File: src/rtl/sram_bist_pkg.sv
// Shared types and constants for the Wishbone SRAM BIST master.
// Holds the FSM state encoding, the LFSR polynomial and the step function
// used by both the pattern generator and the master.
package sram_bist_pkg;

   // Top-level sequencing states of the BIST master.
   typedef enum logic [2:0] {
      ST_IDLE   = 3'd0,
      ST_WR_REQ = 3'd1,
      ST_WR_GAP = 3'd2,
      ST_RD_REQ = 3'd3,
      ST_RD_GAP = 3'd4,
      ST_FIN    = 3'd5
   } bist_state_e;

   // Galois LFSR feedback taps (shift right form).
   localparam logic [31:0] LFSR_POLY       = 32'h8020_0003;
   // An all-zero LFSR would lock up, so a zero seed is replaced by this.
   localparam logic [31:0] LFSR_SEED_FIX   = 32'h0000_0001;
   // Every access is a full 32-bit word.
   localparam logic [3:0]  WB_SEL_ALL      = 4'hF;
   // Byte distance between consecutive test words.
   localparam logic [31:0] WORD_STRIDE     = 32'd4;
   // Clears the byte-offset bits of a byte address.
   localparam logic [31:0] ADDR_ALIGN_MASK = 32'hFFFF_FFFC;
   // Saturation point of the mismatch counter.
   localparam logic [15:0] ERR_COUNT_MAX   = 16'hFFFF;

   // One Galois step: shift right, fold the taps in when a 1 falls out.
   function automatic logic [31:0] lfsr_step(input logic [31:0] v);
      return (v >> 1) ^ (v[0] ? LFSR_POLY : 32'h0);
   endfunction

endpackage

File: src/rtl/sram_bist_lfsr.sv
// 32-bit Galois LFSR pattern generator for the SRAM BIST master.
// The same seed regenerates the identical sequence for the read-back pass.
// A zero seed is replaced by LFSR_SEED_FIX so the register never locks up.
module sram_bist_lfsr
   import sram_bist_pkg::*;
(
   input  logic        clk,
   input  logic        rst,
   input  logic        load,
   input  logic [31:0] seed,
   input  logic        advance,
   output logic [31:0] value
);

   // Pattern register: load has priority over advance.
   // NOTE: reset is synchronous and active-low, so rst is sampled only
   // inside the clocked block and never appears in the sensitivity list.
   always_ff @(posedge clk) begin
      if (!rst) begin
         value <= 32'h0;
      end else if (load) begin
         value <= (seed == 32'h0) ? LFSR_SEED_FIX : seed;
      end else if (advance) begin
         value <= lfsr_step(value);
      end
   end

endmodule

File: src/rtl/wb_sram_bist_master.sv
// Wishbone classic initiator that writes an LFSR pattern to a block of
// SRAM words, reads it back and reports pass/fail, the mismatch count and
// the first failing byte address.
// Optional feature macro: WB_TIMEOUT_EN -- when defined, a request that sees
// no ack within TIMEOUT_CYCLES cycles is abandoned and flagged in `timeout`.
module wb_sram_bist_master
   import sram_bist_pkg::*;
#(
   parameter int unsigned COUNT_W        = 12,
   parameter int unsigned TIMEOUT_CYCLES = 255
)
(
   input  logic               clk,
   input  logic               rst,
   // Control from the logic-analyzer probes
   input  logic               start,
   input  logic [31:0]        base_addr,
   input  logic [COUNT_W-1:0] count,
   input  logic [31:0]        seed,
   // Wishbone master port
   output logic               wbm_cyc_o,
   output logic               wbm_stb_o,
   output logic               wbm_we_o,
   output logic [3:0]         wbm_sel_o,
   output logic [31:0]        wbm_adr_o,
   output logic [31:0]        wbm_dat_o,
   input  logic [31:0]        wbm_dat_i,
   input  logic               wbm_ack_i,
   // Status back to the probes
   output logic               busy,
   output logic               done,
   output logic               pass,
   output logic [15:0]        err_count,
   output logic [31:0]        first_err_addr,
   output logic               timeout
);

   bist_state_e        state;
   logic [31:0]        base_q;    // word-aligned start address
   logic [31:0]        seed_q;    // seed kept for the read-back reload
   logic [COUNT_W-1:0] count_q;   // number of words under test
   logic [COUNT_W-1:0] idx;       // words completed in the current pass

   logic               lfsr_load;
   logic               lfsr_adv;
   logic [31:0]        lfsr_seed;
   logic [31:0]        lfsr_value;

`ifdef WB_TIMEOUT_EN
   localparam int unsigned TMO_W = (TIMEOUT_CYCLES < 2) ? 1 : $clog2(TIMEOUT_CYCLES);
   localparam logic [TMO_W-1:0] TMO_LAST = TMO_W'(TIMEOUT_CYCLES - 1);
   logic [TMO_W-1:0]   tmo_cnt;   // cycles spent waiting in the current request
`endif

   // Every access moves a full word.
   assign wbm_sel_o = WB_SEL_ALL;

   // The pattern register is a flop, so write data comes straight from it.
   assign wbm_dat_o = lfsr_value;

   sram_bist_lfsr u_lfsr (
      .clk     (clk),
      .rst     (rst),
      .load    (lfsr_load),
      .seed    (lfsr_seed),
      .advance (lfsr_adv),
      .value   (lfsr_value)
   );

   // Pattern generator control: seed at start and before read-back, step on every ack.
   // NOTE: every signal written here gets a default first, so no path can
   // leave it unassigned and infer a latch.
   always_comb begin
      lfsr_load = 1'b0;
      lfsr_adv  = 1'b0;
      lfsr_seed = seed_q;
      unique case (state)
         ST_IDLE: begin
            lfsr_seed = seed;
            lfsr_load = start && (count != '0);
         end
         ST_WR_GAP: begin
            lfsr_load = (idx == count_q);
         end
         ST_WR_REQ, ST_RD_REQ: begin
            lfsr_adv = wbm_ack_i;
         end
         default: begin
         end
      endcase
   end

   // Main sequencer: bus requests, address walk, compare and status update.
   // NOTE: all state here uses non-blocking assignments so every register
   // sees the pre-edge values of the others, whatever the statement order.
   always_ff @(posedge clk) begin
      if (!rst) begin
         state          <= ST_IDLE;
         base_q         <= 32'h0;
         seed_q         <= 32'h0;
         count_q        <= '0;
         idx            <= '0;
         wbm_cyc_o      <= 1'b0;
         wbm_stb_o      <= 1'b0;
         wbm_we_o       <= 1'b0;
         wbm_adr_o      <= 32'h0;
         busy           <= 1'b0;
         done           <= 1'b0;
         pass           <= 1'b0;
         err_count      <= 16'h0;
         first_err_addr <= 32'h0;
`ifdef WB_TIMEOUT_EN
         timeout        <= 1'b0;
         tmo_cnt        <= '0;
`endif
      end else begin
         unique case (state)
            ST_IDLE: begin
               if (start) begin
                  base_q         <= base_addr & ADDR_ALIGN_MASK;
                  seed_q         <= seed;
                  count_q        <= count;
                  idx            <= '0;
                  wbm_adr_o      <= base_addr & ADDR_ALIGN_MASK;
                  busy           <= 1'b1;
                  done           <= 1'b0;
                  pass           <= 1'b0;
                  err_count      <= 16'h0;
                  first_err_addr <= 32'h0;
`ifdef WB_TIMEOUT_EN
                  timeout        <= 1'b0;
                  tmo_cnt        <= '0;
`endif
                  if (count == '0) begin
                     state <= ST_FIN;
                  end else begin
                     state     <= ST_WR_REQ;
                     wbm_cyc_o <= 1'b1;
                     wbm_stb_o <= 1'b1;
                     wbm_we_o  <= 1'b1;
                  end
               end
            end

            ST_WR_REQ, ST_RD_REQ: begin
               if (wbm_ack_i) begin
                  wbm_cyc_o <= 1'b0;
                  wbm_stb_o <= 1'b0;
                  wbm_we_o  <= 1'b0;
                  idx       <= idx + COUNT_W'(1);
                  wbm_adr_o <= wbm_adr_o + WORD_STRIDE;
                  if (state == ST_RD_REQ && wbm_dat_i != lfsr_value) begin
                     if (err_count != ERR_COUNT_MAX) begin
                        err_count <= err_count + 16'd1;
                     end
                     // The counter saturates, so zero means no earlier error.
                     if (err_count == 16'h0) begin
                        first_err_addr <= wbm_adr_o;
                     end
                  end
                  state <= (state == ST_WR_REQ) ? ST_WR_GAP : ST_RD_GAP;
`ifdef WB_TIMEOUT_EN
                  tmo_cnt <= '0;
               end else if (tmo_cnt == TMO_LAST) begin
                  // Responder never answered: abandon the cycle and fail.
                  wbm_cyc_o <= 1'b0;
                  wbm_stb_o <= 1'b0;
                  wbm_we_o  <= 1'b0;
                  timeout   <= 1'b1;
                  tmo_cnt   <= '0;
                  state     <= ST_FIN;
               end else begin
                  tmo_cnt <= tmo_cnt + TMO_W'(1);
`endif
               end
            end

            ST_WR_GAP: begin
               wbm_cyc_o <= 1'b1;
               wbm_stb_o <= 1'b1;
               if (idx == count_q) begin
                  // Write pass finished: restart the walk for read-back.
                  idx       <= '0;
                  wbm_adr_o <= base_q;
                  wbm_we_o  <= 1'b0;
                  state     <= ST_RD_REQ;
               end else begin
                  wbm_we_o  <= 1'b1;
                  state     <= ST_WR_REQ;
               end
            end

            ST_RD_GAP: begin
               if (idx == count_q) begin
                  state <= ST_FIN;
               end else begin
                  wbm_cyc_o <= 1'b1;
                  wbm_stb_o <= 1'b1;
                  state     <= ST_RD_REQ;
               end
            end

            ST_FIN: begin
               done  <= 1'b1;
               pass  <= (err_count == 16'h0) && !timeout;
               busy  <= 1'b0;
               state <= ST_IDLE;
            end

            default: begin
               state <= ST_IDLE;
            end
         endcase
      end
   end

`ifndef WB_TIMEOUT_EN
   // Without the watchdog the master waits for ack forever and never times out.
   assign timeout = 1'b0;
`endif

endmodule

File: config.mk
export PLATFORM = sky130hd
export DESIGN_NAME = wb_sram_bist_master
export DESIGN_NICKNAME = d
export VERILOG_FILES = /design/src/rtl/sram_bist_pkg.sv /design/src/rtl/sram_bist_lfsr.sv /design/src/rtl/wb_sram_bist_master.sv
export SDC_FILE = /design/constraint.sdc
export NUM_CORES = 1
export LEC_CHECK = 0
export ABC_AREA = 1
export BUFFER_PORTS_ARGS = -buffer_cell sky130_fd_sc_hd__clkbuf_2
export CAP_MARGIN = 0
export CORE_UTILIZATION = 50
export CTS_CLUSTER_SIZE = 8
export DETAILED_ROUTE_END_ITERATION = 10
export PLACE_DENSITY = 0.77
export SLEW_MARGIN = 20
export SYNTH_ARGS = -nofsm -noshare
export SYNTH_HDL_FRONTEND = slang
export SYNTH_HIERARCHICAL = 1
export SYNTH_SLANG_ARGS = --single-unit
File: constraint.sdc
create_clock -name clk -period 2.37 [get_ports clk]
set_input_delay 0.711 -clock clk [delete_from_list [all_inputs] [get_ports clk]]
set_output_delay 0.711 -clock clk [all_outputs]
set_load 0.02 [all_outputs]
==> results of run 1 <==
worst min path at each step:
| stage | start | end | cells past startpoint |
|---|---|---|---|
| final | count[7] | count_q[7] | 3 |
| after global routing | count[7] | count_q[7] | 3 |
| after CTS | count[7] | count_q[7] | 3 |
| after detailed placement | seed_q[9] | seed_q[9] | 2 |
| after global placement | seed_q[30] | seed_q[30] | 2 |
| after floorplan | seed_q[0] | seed_q[0] | 2 |
cells by family (layout without fill, tap and decap cells):
group	after synthesis	in the layout	synth area share [%]
DFF	202	202	36.1
xor gates and xnor gates	39	39	3.05
and+or+nand+nor	873	873	32.2
adders and majority gates	4	4	0.447
AOI/OAI and AO/OA	319	319	16.4
other	2	15	0.0671
buffers and inverters	315	511	11.7
routing by layer:
layer	global-route usage (%)	vias up
li1	-	5970
met1	38.6	5340
met2	44.2	477
met3	3.53	51
met4	9.90	0
met5	0	-
sequential cells by signal, indices dropped and copies added (netlist names):
name / count
pass: 1
wbm_adr_o: 30
idx: 12
first_err_addr: 30
u_lfsr/value: 32
done: 1
state: 3
seed_q: 32
wbm_we_o: 1
err_count: 16
wbm_stb_o: 1
base_q: 30
count_q: 12
busy: 1
worst max-delay path, stage by stage (launching register included):
cell and delay (ns):
sky130_fd_sc_hd__dfxtp_1 0.36, sky130_fd_sc_hd__nor2_2 0.19, sky130_fd_sc_hd__inv_2 0.07, sky130_fd_sc_hd__nor2_4 0.15, sky130_fd_sc_hd__inv_1 0.07, sky130_fd_sc_hd__nor2_2 0.13
sky130_fd_sc_hd__clkinv_2 0.11, sky130_fd_sc_hd__o21ai_4 0.21, sky130_fd_sc_hd__inv_2 0.10, sky130_fd_sc_hd__nand2_4 0.07, sky130_fd_sc_hd__inv_2 0.16, sky130_fd_sc_hd__a2111oi_1 0.39
cell type report:
type / instances / area, µm² / area share, %
well taps: 280 / 350 / 2.61
flip-flops and latches: 202 / 4040 / 30.2
clock inverters: 2 / 17.5 / 0.131
repair buffers: 266 / 1550 / 11.6
inverters: 214 / 805 / 6.00
multi-input cells: 1244 / 5890 / 44.0
diodes: 6 / 15.0 / 0.112
clock buffers: 29 / 726 / 5.41
Yosys cell counts, types with 20 or more instances:
library cell               count  area, µm²
sky130_fd_sc_hd__nand2_1     423       1590
sky130_fd_sc_hd__nor2_1      303       1140
sky130_fd_sc_hd__inv_1       205        769
sky130_fd_sc_hd__dfxtp_1     202       4040
sky130_fd_sc_hd__o21ai_0     147        736
sky130_fd_sc_hd__a21oi_1      93        465
sky130_fd_sc_hd__clkbuf_1     54        203
sky130_fd_sc_hd__nand3_1      39        195
sky130_fd_sc_hd__nand4_1      39        244
sky130_fd_sc_hd__nor3_1       38        190
sky130_fd_sc_hd__xnor2_1      28        245
sky130_fd_sc_hd__buf_2        22        110
sky130_fd_sc_hd__a22oi_1      20        150
per-stage QoR:
step,hold slack [ns],power (W),instances
2_1_floorplan,0.425,0.00886,1761
3_3_place_gp,0.433,0.0106,2206
3_5_place_dp,0.438,0.0108,2206
4_1_cts,0.408,0.0143,2237
5_1_grt,0.418,0.0153,2242
6_report,0.419,0.0143,2243
what timing repair did:
action,4_1_cts,5_1_grt
gates resized for setup,0,2
setup endpoints to repair,0,25
setup buffers,0,0
power by group:
part | switching [W] | internal [W]
logic | 0.00389 | 0.00200
clock network | 0.00141 | 0.00213
registers | 0.000705 | 0.00419
total | 0.00601 | 0.00833
==> impl_metrics.ini, run 1 <==
[timing]
postLayoutSetupSlackWorst_ns = 0.240
post-route-min-period_ns = 2.13
maximum_clock_rate_mhz = 470
finalSetupViolations = 0
worst_pin_slew_ns = 0.635
maxSlewHeadroom_pct = 57.7
maxSlewViolCount = 0
final.setup.tns_ns = 0
post-route-period-util_pct = 89.9
final-hold-violation-count = 0
worst_clock_skew_ns = 0.0188
rsz0062_at_grt = false

[placed_design]
gp_congestion = 0.939
place_area_um2 = 12600
detailedPlacementHpwl_um = 23700
portBuffers = 223
place_ws_ns = 0.0115

[cells_and_area]
syn_to_final_growth_pct = 19.7
drive_gt1_share_pct = 17.6
mostFrequentLayoutCells = sky130_fd_sc_hd__nand2_1 (423), sky130_fd_sc_hd__nor2_1 (301), sky130_fd_sc_hd__clkbuf_2 (222)
postLayoutCellArea_um2 = 13400
mostFrequentLayoutCell = sky130_fd_sc_hd__nand2_1
post-route-util_pct = 61.2
design.final.nets = 2073
fillCellCount = 2070

[critical_path]
startpoint_type = flip-flop
r2r_setup_slack_ns = 0.24
r2r_end = u_lfsr/value[25]
regToRegStartpoint = state[0]
worstPathMaxFanout = 14
cp-endpoint = u_lfsr/value[25]
path_class = flip-flop to flip-flop
data_required_time_of_the_worst_path_ns = 2.78
critical_path.endpoint_type = flip-flop
arrival_time_at_the_worst_endpoint_ns = 2.54
reg2regPathDepth = 11
crit_path_start = state[0]

[synth]
number_of_synthesized_register_bits = 202
synthesized_cell_area_um2 = 11200
asyncSetResetFlopFracSynth_pct = 0
post_synth_inst_count = 1754
synthesis.yosys.warnings = 6
synth_edf_count = 0
synth_top_flop_cell = sky130_fd_sc_hd__dfxtp_1
portion_of_the_post_synthesis_area_used_by_sequential_elements_pct = 36.1
number_of_distinct_library_cells_after_synthesis = 46
avgSynthCellArea_um2 = 6.39

[floorplan]
io_pins = 235
core.rowCount = 54
core_area_um2 = 21900
initial_core_util_pct = 51.2
die_w_um = 152
design.die.area_um2 = 23000
die_y_um = 152

[route]
drt-vias-per-instance = 5.28
num_vias = 11800
wl_um = 33000
detail_route.first_pass.iterations = 5
met3WireLength_um = 2520
met2WireLength_um = 14900
postRouteAntennaNets = 0
drt_iter0_drc = 741
drc = 0
route.top_layer_used = met4
detail_route.wl_per_cell_um = 14.7
wirelength_met1_um = 14800

[global_route]
grt_first_pass_wirelength_um = 51300
total_overflow_reported_by_the_global_router = 0
globalRouteTotalUtil_pct = 27.8
grt_antenna_before_repair = 5
grt_pass1_vias = 10400
grt_start_max_net_pins = 114

[cts]
clkSlewWorstSetupHoldPaths_ns = 0.05
cts_root_buf = sky130_fd_sc_hd__clkbuf_16
clock_sinks = 202
htreeDepth = 1
worst_skew_pair.late_latency_ns = 0.54
longest_clk_path_bufs = 3
hold_buffers = 0
cts_inserted_buffers = 29
tritoncts = done

[min_path]
hp-class = primary input to flip-flop

[job]
cap_violations = 0

[power]
vdd_drop_max_mv = 0.714
power_leakage_nw = 6.21
cellPowerDensity_nw_per_um2 = 1070

[outcome]
run_status = finished, final reports clean
Power figures use the tool's default switching activity.
==> inputs of run 2 (changes only) <==
Settings changed: ABC_AREA 1 to 0, SKIP_LAST_GASP set to 1.
==> run 2 against run 1 <==
  * The flow now finishes with violations (setup timing)
  * Non-clock buffer count increased by 43
  * Power decreased by 33%
  * First-iteration DRC count fell by 2.6%
  * Synthesized cell count fell by 25%
  * Final cell count down 19%
  * Flip-flop and latch count is the same
  * Fmax shrank 11%
  * Sequential power shrank 22%
  * Critical path type unchanged
  * Critical endpoint is now first_err_addr[10]
==> impl_metrics.ini, run 2 <==
[cells_and_area]
fillCellCount = 1769
reg_top3 = seed_q: 32 flops, u_lfsr/value: 32 flops
post-route-util_pct = 64.2
drive_gt1_share_pct = 26.3
mostFrequentLayoutCell = sky130_fd_sc_hd__nand2_1
mostFrequentLayoutCells = sky130_fd_sc_hd__nand2_1 (269), sky130_fd_sc_hd__clkbuf_2 (222), sky130_fd_sc_hd__dfxtp_1 (202)
number_of_inserted_diodes = 0
design.final.nets = 1669
syn_to_final_growth_pct = 24.7
layoutNonFillerInstCount = 1823

[synth]
number_of_distinct_library_cells_after_synthesis = 71
number_of_synthesized_register_bits = 202
synth_edf_count = 0
synth_top_flop_cell = sky130_fd_sc_hd__dfxtp_1
synthesis.yosys.warnings = 6
yosys.area.top_type_share_pct = 38.3
synthesized_cell_area_um2 = 10600
post_synth_inst_count = 1318
yosysTopAreaCell = sky130_fd_sc_hd__dfxtp_1
synth_top_cells_by_count = sky130_fd_sc_hd__nand2_1 (270), sky130_fd_sc_hd__dfxtp_1 (202), sky130_fd_sc_hd__a21oi_1 (128), sky130_fd_sc_hd__clkbuf_1 (77), sky130_fd_sc_hd__o21ai_0 (63)
yosys.cell_count.top_type = sky130_fd_sc_hd__nand2_1
top_cells_by_area_synth = sky130_fd_sc_hd__dfxtp_1 (38%), sky130_fd_sc_hd__nand2_1 (9.6%), sky130_fd_sc_hd__a21oi_1 (6.1%)
avgSynthCellArea_um2 = 8.01
asyncSetResetFlopFracSynth_pct = 0
portion_of_the_post_synthesis_area_used_by_sequential_elements_pct = 38.3

[critical_path]
crit_path_start = u_lfsr/value[3]
data_required_time_of_the_worst_path_ns = 2.81
regToRegStartpoint = u_lfsr/value[3]
worstPathMaxFanout = 15
crit_path_most_repeated_cell = sky130_fd_sc_hd__buf_4
crit_path_max_incr_delay_ns = 0.41
kind_of_cell_adding_the_most_delay_to_the_critical_path = simple AND/OR/NAND/NOR gates
path_class = flip-flop to flip-flop
slowest_stage = sky130_fd_sc_hd__nor4_2
critical_path.endpoint_type = flip-flop
timing.critical_path.cells = xor2_1 -> nor4_2 -> buf_4 -> nand4_1 -> nor4_4 -> buf_4 -> a211o_4 -> buf_12 -> mux2i_1
critPathBufInv = 3
arrival_time_at_the_worst_endpoint_ns = 2.84
startpoint_type = flip-flop

[cts]
worst_skew_pair.late_latency_ns = 0.54
htreeDepth = 1
hold_buffers = 0
clock_sinks = 202
cts_root_buf = sky130_fd_sc_hd__clkbuf_16
clkSlewWorstSetupHoldPaths_ns = 0.05
longest_clk_path_bufs = 3
tritoncts = done
cts_inserted_buffers = 29

[placed_design]
placed_cells = 1788
detailedPlacementHpwl_um = 21500
gp_congestion = 0.909
portBuffers = 223

[power]
power_leakage_nw = 5.48
vdd_drop_max_mv = 0.465
cellPowerDensity_nw_per_um2 = 725

[route]
postRouteAntennaNets = 0
num_vias = 10400
drc = 0
wl_um = 31200
drt-vias-per-instance = 5.73
detail_route.wl_per_cell_um = 17.1
drt_iter0_drc = 722
detail_route.first_pass.iterations = 7

[timing]
post-route-min-period_ns = 2.40
post-route-period-util_pct = 101
postLayoutSetupSlackWorst_ns = -0.0283
final-hold-violation-count = 0
maxSlewHeadroom_pct = 53.5
rsz0062_at_grt = true
finalSetupViolations = 5
worst_hold_slack_ns = 0.403
maxSlewViolCount = 0
maximum_clock_rate_mhz = 417
worst_pin_slew_ns = 0.695
worst_clock_skew_ns = 0.0169

[global_route]
grt_pass1_vias = 9677
globalRouteTotalUtil_pct = 27.8
grt_first_pass_wirelength_um = 49500
total_overflow_reported_by_the_global_router = 0
grt_antenna_before_repair = 1
grt_start_max_net_pins = 112

[outcome]
run_status = finished with violations
failed_checks = setup timing

[floorplan]
core.rowCount = 52
core_area_um2 = 20500
io_pins = 235
die_y_um = 147
design.die.area_um2 = 21700
initial_core_util_pct = 51.5
die_w_um = 147

[job]
cap_violations = 0

[min_path]
hp-start = seed[8]
hp-class = primary input to flip-flop
[run 2: repair_timing]
item | in CTS | in global routing
buffers inserted | 0 | 2
endpoints found under the setup margin | 0 | 57
resized for setup | 0 | 6
[run 2: routing by layer]
metal | wire length (µm) | up-vias | GRT usage [%] | share of wire (%)
met2 | 14600 | 459 | 44.8 | 47
li1 | - | 5098 | - | -
met4 | 722 | 2 | 8.25 | 2.3
met1 | 13200 | 4822 | 37.5 | 42
met5 | 13 | - | 0 | 0.042
met3 | 2670 | 57 | 5.56 | 8.6
[run 2: power by group]
| part | internal, W | switching [W] |
|---|---|---|
| logic | 0.000878 | 0.00126 |
| registers | 0.00363 | 0.000204 |
| clock network | 0.00213 | 0.00145 |
| total | 0.00664 | 0.00291 |
[run 2: worst paths after layout]
path | endpoint | slack [ns] | cells after the start
worst max-delay path | first_err_addr[10] | -0.03 | 9
worst min-delay path | seed_q[8] | 0.40 | 3
worst max register to register | first_err_addr[10] | -0.03 | 9
worst min register to register | base_q[29] | 0.45 | 2
[run 2: area by class of cell]
cell class              instances  area (µm²)  share of cell area [%]
flip-flops and latches        202        4040                    30.7
well taps                     270         338                    2.57
clock inverters                 2        17.5                   0.133
clock buffers                  29         726                    5.51
multi-input cells            1002        6030                    45.8
repair buffers                309        1970                    15.0
inverters                       9        33.8                   0.257
[run 2: through the flow]
stage / cell area, µm² / total power (W) / setup TNS [ns] / setup WS, ns
CTS: 13100 / 0.00953 / 0 / 0.00586
global placement: 12300 / 0.00591 / -17.61 / -0.412
detailed placement: 12300 / 0.00596 / -18.63 / -0.445
finish: 13200 / 0.00955 / -0.0830 / -0.0283
global route: 13200 / 0.00996 / -0.772 / -0.0868
floorplan: 10600 / 0.00519 / 0 / 0.00430
[run 2: logic make-up (layout without fill, tap and decap cells)]
kind of cell             count (synthesis)  after routing  share of synthesized area [%]
buffers and inverters                  121            349                           5.53
multiplexers                            93             93                           9.20
flip-flops                             202            202                           38.3
adder cells (fa/ha/maj)                  4              4                          0.474
AO/OA/AOI/OAI                          301            301                           17.2
XOR/XNOR                                58             58                           4.81
other                                    2              9                         0.0711
AND/OR/NAND/NOR                        537            537                           24.4
[run 2: worst min-delay path: cells and delay by family]
family          cells  cell delay [ns]
buf+inv             1             0.09
simple gates        1             0.05
compound gates      1             0.05
==> inputs of run 3 (changes only) <==
Settings changed: CORE_UTILIZATION 50 to 59, PLACE_DENSITY 0.77 to 0.86.
Clock period 2.37 ns to 2.9 ns, I/O delays scaled along.
==> run 3 against run 2 <==
  * The run now ends clean
  * Count of clock-buffer cells in the layout is the same
  * Register-to-register slack gained 0.43 ns
  * Fmax decreased by 3.9%
  * Sequential share of layout area grew 1.4 points
  * Global-route usage is 4.5 points higher
  * Clock power fell by 19%
  * Largest cell class unchanged
  * Largest power group unchanged
  * Highest routed layer is now met4
==> impl_metrics.ini, run 3 (synthesis results as in run 2) <==
[cells_and_area]
post-route-util_pct = 72.5
mostFrequentLayoutCell = sky130_fd_sc_hd__nand2_1
fillCellCount = 1318
syn_to_final_growth_pct = 19.1
postLayoutCellArea_um2 = 12600
mostFrequentLayoutCells = sky130_fd_sc_hd__nand2_1 (269), sky130_fd_sc_hd__clkbuf_2 (222), sky130_fd_sc_hd__dfxtp_1 (202)
multiInputGateArea_um2 = 6000
design.final.nets = 1616
number_of_inserted_diodes = 0
sequential_cell_area_um2 = 4040
layoutNonFillerInstCount = 1725
reg_top3 = seed_q: 32 flops, u_lfsr/value: 32 flops
drive_gt1_share_pct = 23.4

[timing]
final.setup.tns_ns = 0
finalSetupViolations = 0
worst_hold_slack_ns = 0.453
maxSlewHeadroom_pct = 42.2
post-route-min-period_ns = 2.50
post-route-period-util_pct = 86.1
maximum_clock_rate_mhz = 401
worst_pin_slew_ns = 0.867
final-hold-violation-count = 0
maxSlewViolCount = 0
worst_clock_skew_ns = 0.0191
rsz0062_at_grt = false

[route]
drt_iter0_drc = 951
wl_um = 30400
postRouteAntennaNets = 0
drc = 0
detail_route.wl_per_cell_um = 17.6
drt-vias-per-instance = 6.17
num_vias = 10600
detail_route.first_pass.iterations = 5

[cts]
clock_sinks = 202
hold_buffers = 0
postCtsSetupBuffers = 0
cts_inserted_buffers = 29
clkSlewWorstSetupHoldPaths_ns = 0.05
tritoncts = done
cts_root_buf = sky130_fd_sc_hd__clkbuf_16
htreeDepth = 1
worst_skew_pair.late_latency_ns = 0.53
longest_clk_path_bufs = 3
resized_after_cts = 0

[floorplan]
initial_core_util_pct = 60.8
die_y_um = 136
io_pins = 235
die_w_um = 136
core.rowCount = 48
design.die.area_um2 = 18400
core_area_um2 = 17400

[min_path]
hp-class = flip-flop to flip-flop

[power]
share_seq_of_total_power_pct = 41.4
cellPowerDensity_nw_per_um2 = 608
power.share.combinational_pct = 20.8
power.share.clock_pct = 37.8
switching_share_pct = 30.4
netSwitchingPower_w = 0.00232
power_report.internal_total_w = 0.00532
power_leakage_nw = 5.16
vdd_drop_max_mv = 0.517

[global_route]
grt_antenna_before_repair = 0
total_overflow_reported_by_the_global_router = 0
grt_pass1_vias = 9823
grt_start_max_net_pins = 110
grt_first_pass_wirelength_um = 48100
globalRouteTotalUtil_pct = 32.2

[critical_path]
regToRegStartpoint = state[2]
arrival_time_at_the_worst_endpoint_ns = 2.95
critical_path.endpoint_type = flip-flop
worstPathMaxFanout = 36
data_required_time_of_the_worst_path_ns = 3.35
startpoint_type = flip-flop
path_class = flip-flop to flip-flop
cp-endpoint = u_lfsr/value[0]
r2r_setup_slack_ns = 0.40
r2r_end = u_lfsr/value[0]
crit_path_start = state[2]
reg2regPathDepth = 8

[job]
cap_violations = 0

[placed_design]
portBuffers = 223
place_area_um2 = 11800
detailedPlacementHpwl_um = 20400
gp_congestion = 0.875
placed_cells = 1694

[outcome]
run_status = finished, final reports clean
[run 3: cell types whose count changed in the layout (fill, tap and decap cells not counted), moves of 2 or more]
cell,change
sky130_fd_sc_hd__clkbuf_16,-2
sky130_fd_sc_hd__nor4_2,-2
sky130_fd_sc_hd__nor4_1,+2
sky130_fd_sc_hd__buf_4,-46
sky130_fd_sc_hd__buf_12,-5
[run 3: how the worst min path moves through the flow]
stage	startpoint	slack [ns]	to	cells after the start
floorplan	base_q[20]	0.43	base_q[20]	2
global placement	base_q[20]	0.44	base_q[20]	2
detailed placement	base_q[16]	0.45	base_q[16]	2
CTS	base_q[16]	0.45	base_q[16]	2
global route	base_q[16]	0.47	base_q[16]	2
finish	base_q[16]	0.45	base_q[16]	2
[run 3: routing by layer]
metal / global-route usage (%) / up-vias / wire length (µm)
met5: 0 / - / 0
met4: 14.5 / 0 / 1180
met3: 6.29 / 104 / 2850
met2: 52.2 / 574 / 14000
met1: 41.4 / 4977 / 12300
li1: - / 4990 / -
[run 3: cell type report]
class | instances | share of cell area [%]
well taps | 225 | 2.24
repair buffers | 256 | 11.8
clock buffers | 29 | 5.77
inverters | 9 | 0.269
multi-input cells | 1002 | 47.7
flip-flops and latches | 202 | 32.1
clock inverters | 2 | 0.139
[run 3: worst max-delay path, cell delays in order, from the launching register on]
cell                      delay [ns]
sky130_fd_sc_hd__dfxtp_1        0.33
sky130_fd_sc_hd__buf_4          0.20
sky130_fd_sc_hd__nor3_4         0.23
sky130_fd_sc_hd__buf_12         0.26
sky130_fd_sc_hd__mux2_2         0.38
sky130_fd_sc_hd__nor4_1         0.49
sky130_fd_sc_hd__and4_1         0.28
sky130_fd_sc_hd__a21oi_1        0.10
sky130_fd_sc_hd__a21oi_1        0.14
[run 3: power groups by stage]
| stage | sequential, W | clock [W] | combinational (W) |
|---|---|---|---|
| floorplan | 0.00328 | 0 | 0.000961 |
| global placement | 0.00320 | 0 | 0.00152 |
| detailed placement | 0.00321 | 0 | 0.00156 |
| CTS | 0.00315 | 0.00291 | 0.00157 |
| global route | 0.00318 | 0.00303 | 0.00172 |
| finish | 0.00316 | 0.00289 | 0.00159 |
[run 3: through the flow]
step / setup WS [ns] / power [W]
global placement: -0.0201 / 0.00472
global route: 0.326 / 0.00793
detailed placement: -0.0855 / 0.00477
CTS: 0.441 / 0.00764
finish: 0.404 / 0.00764
floorplan: 0.269 / 0.00424
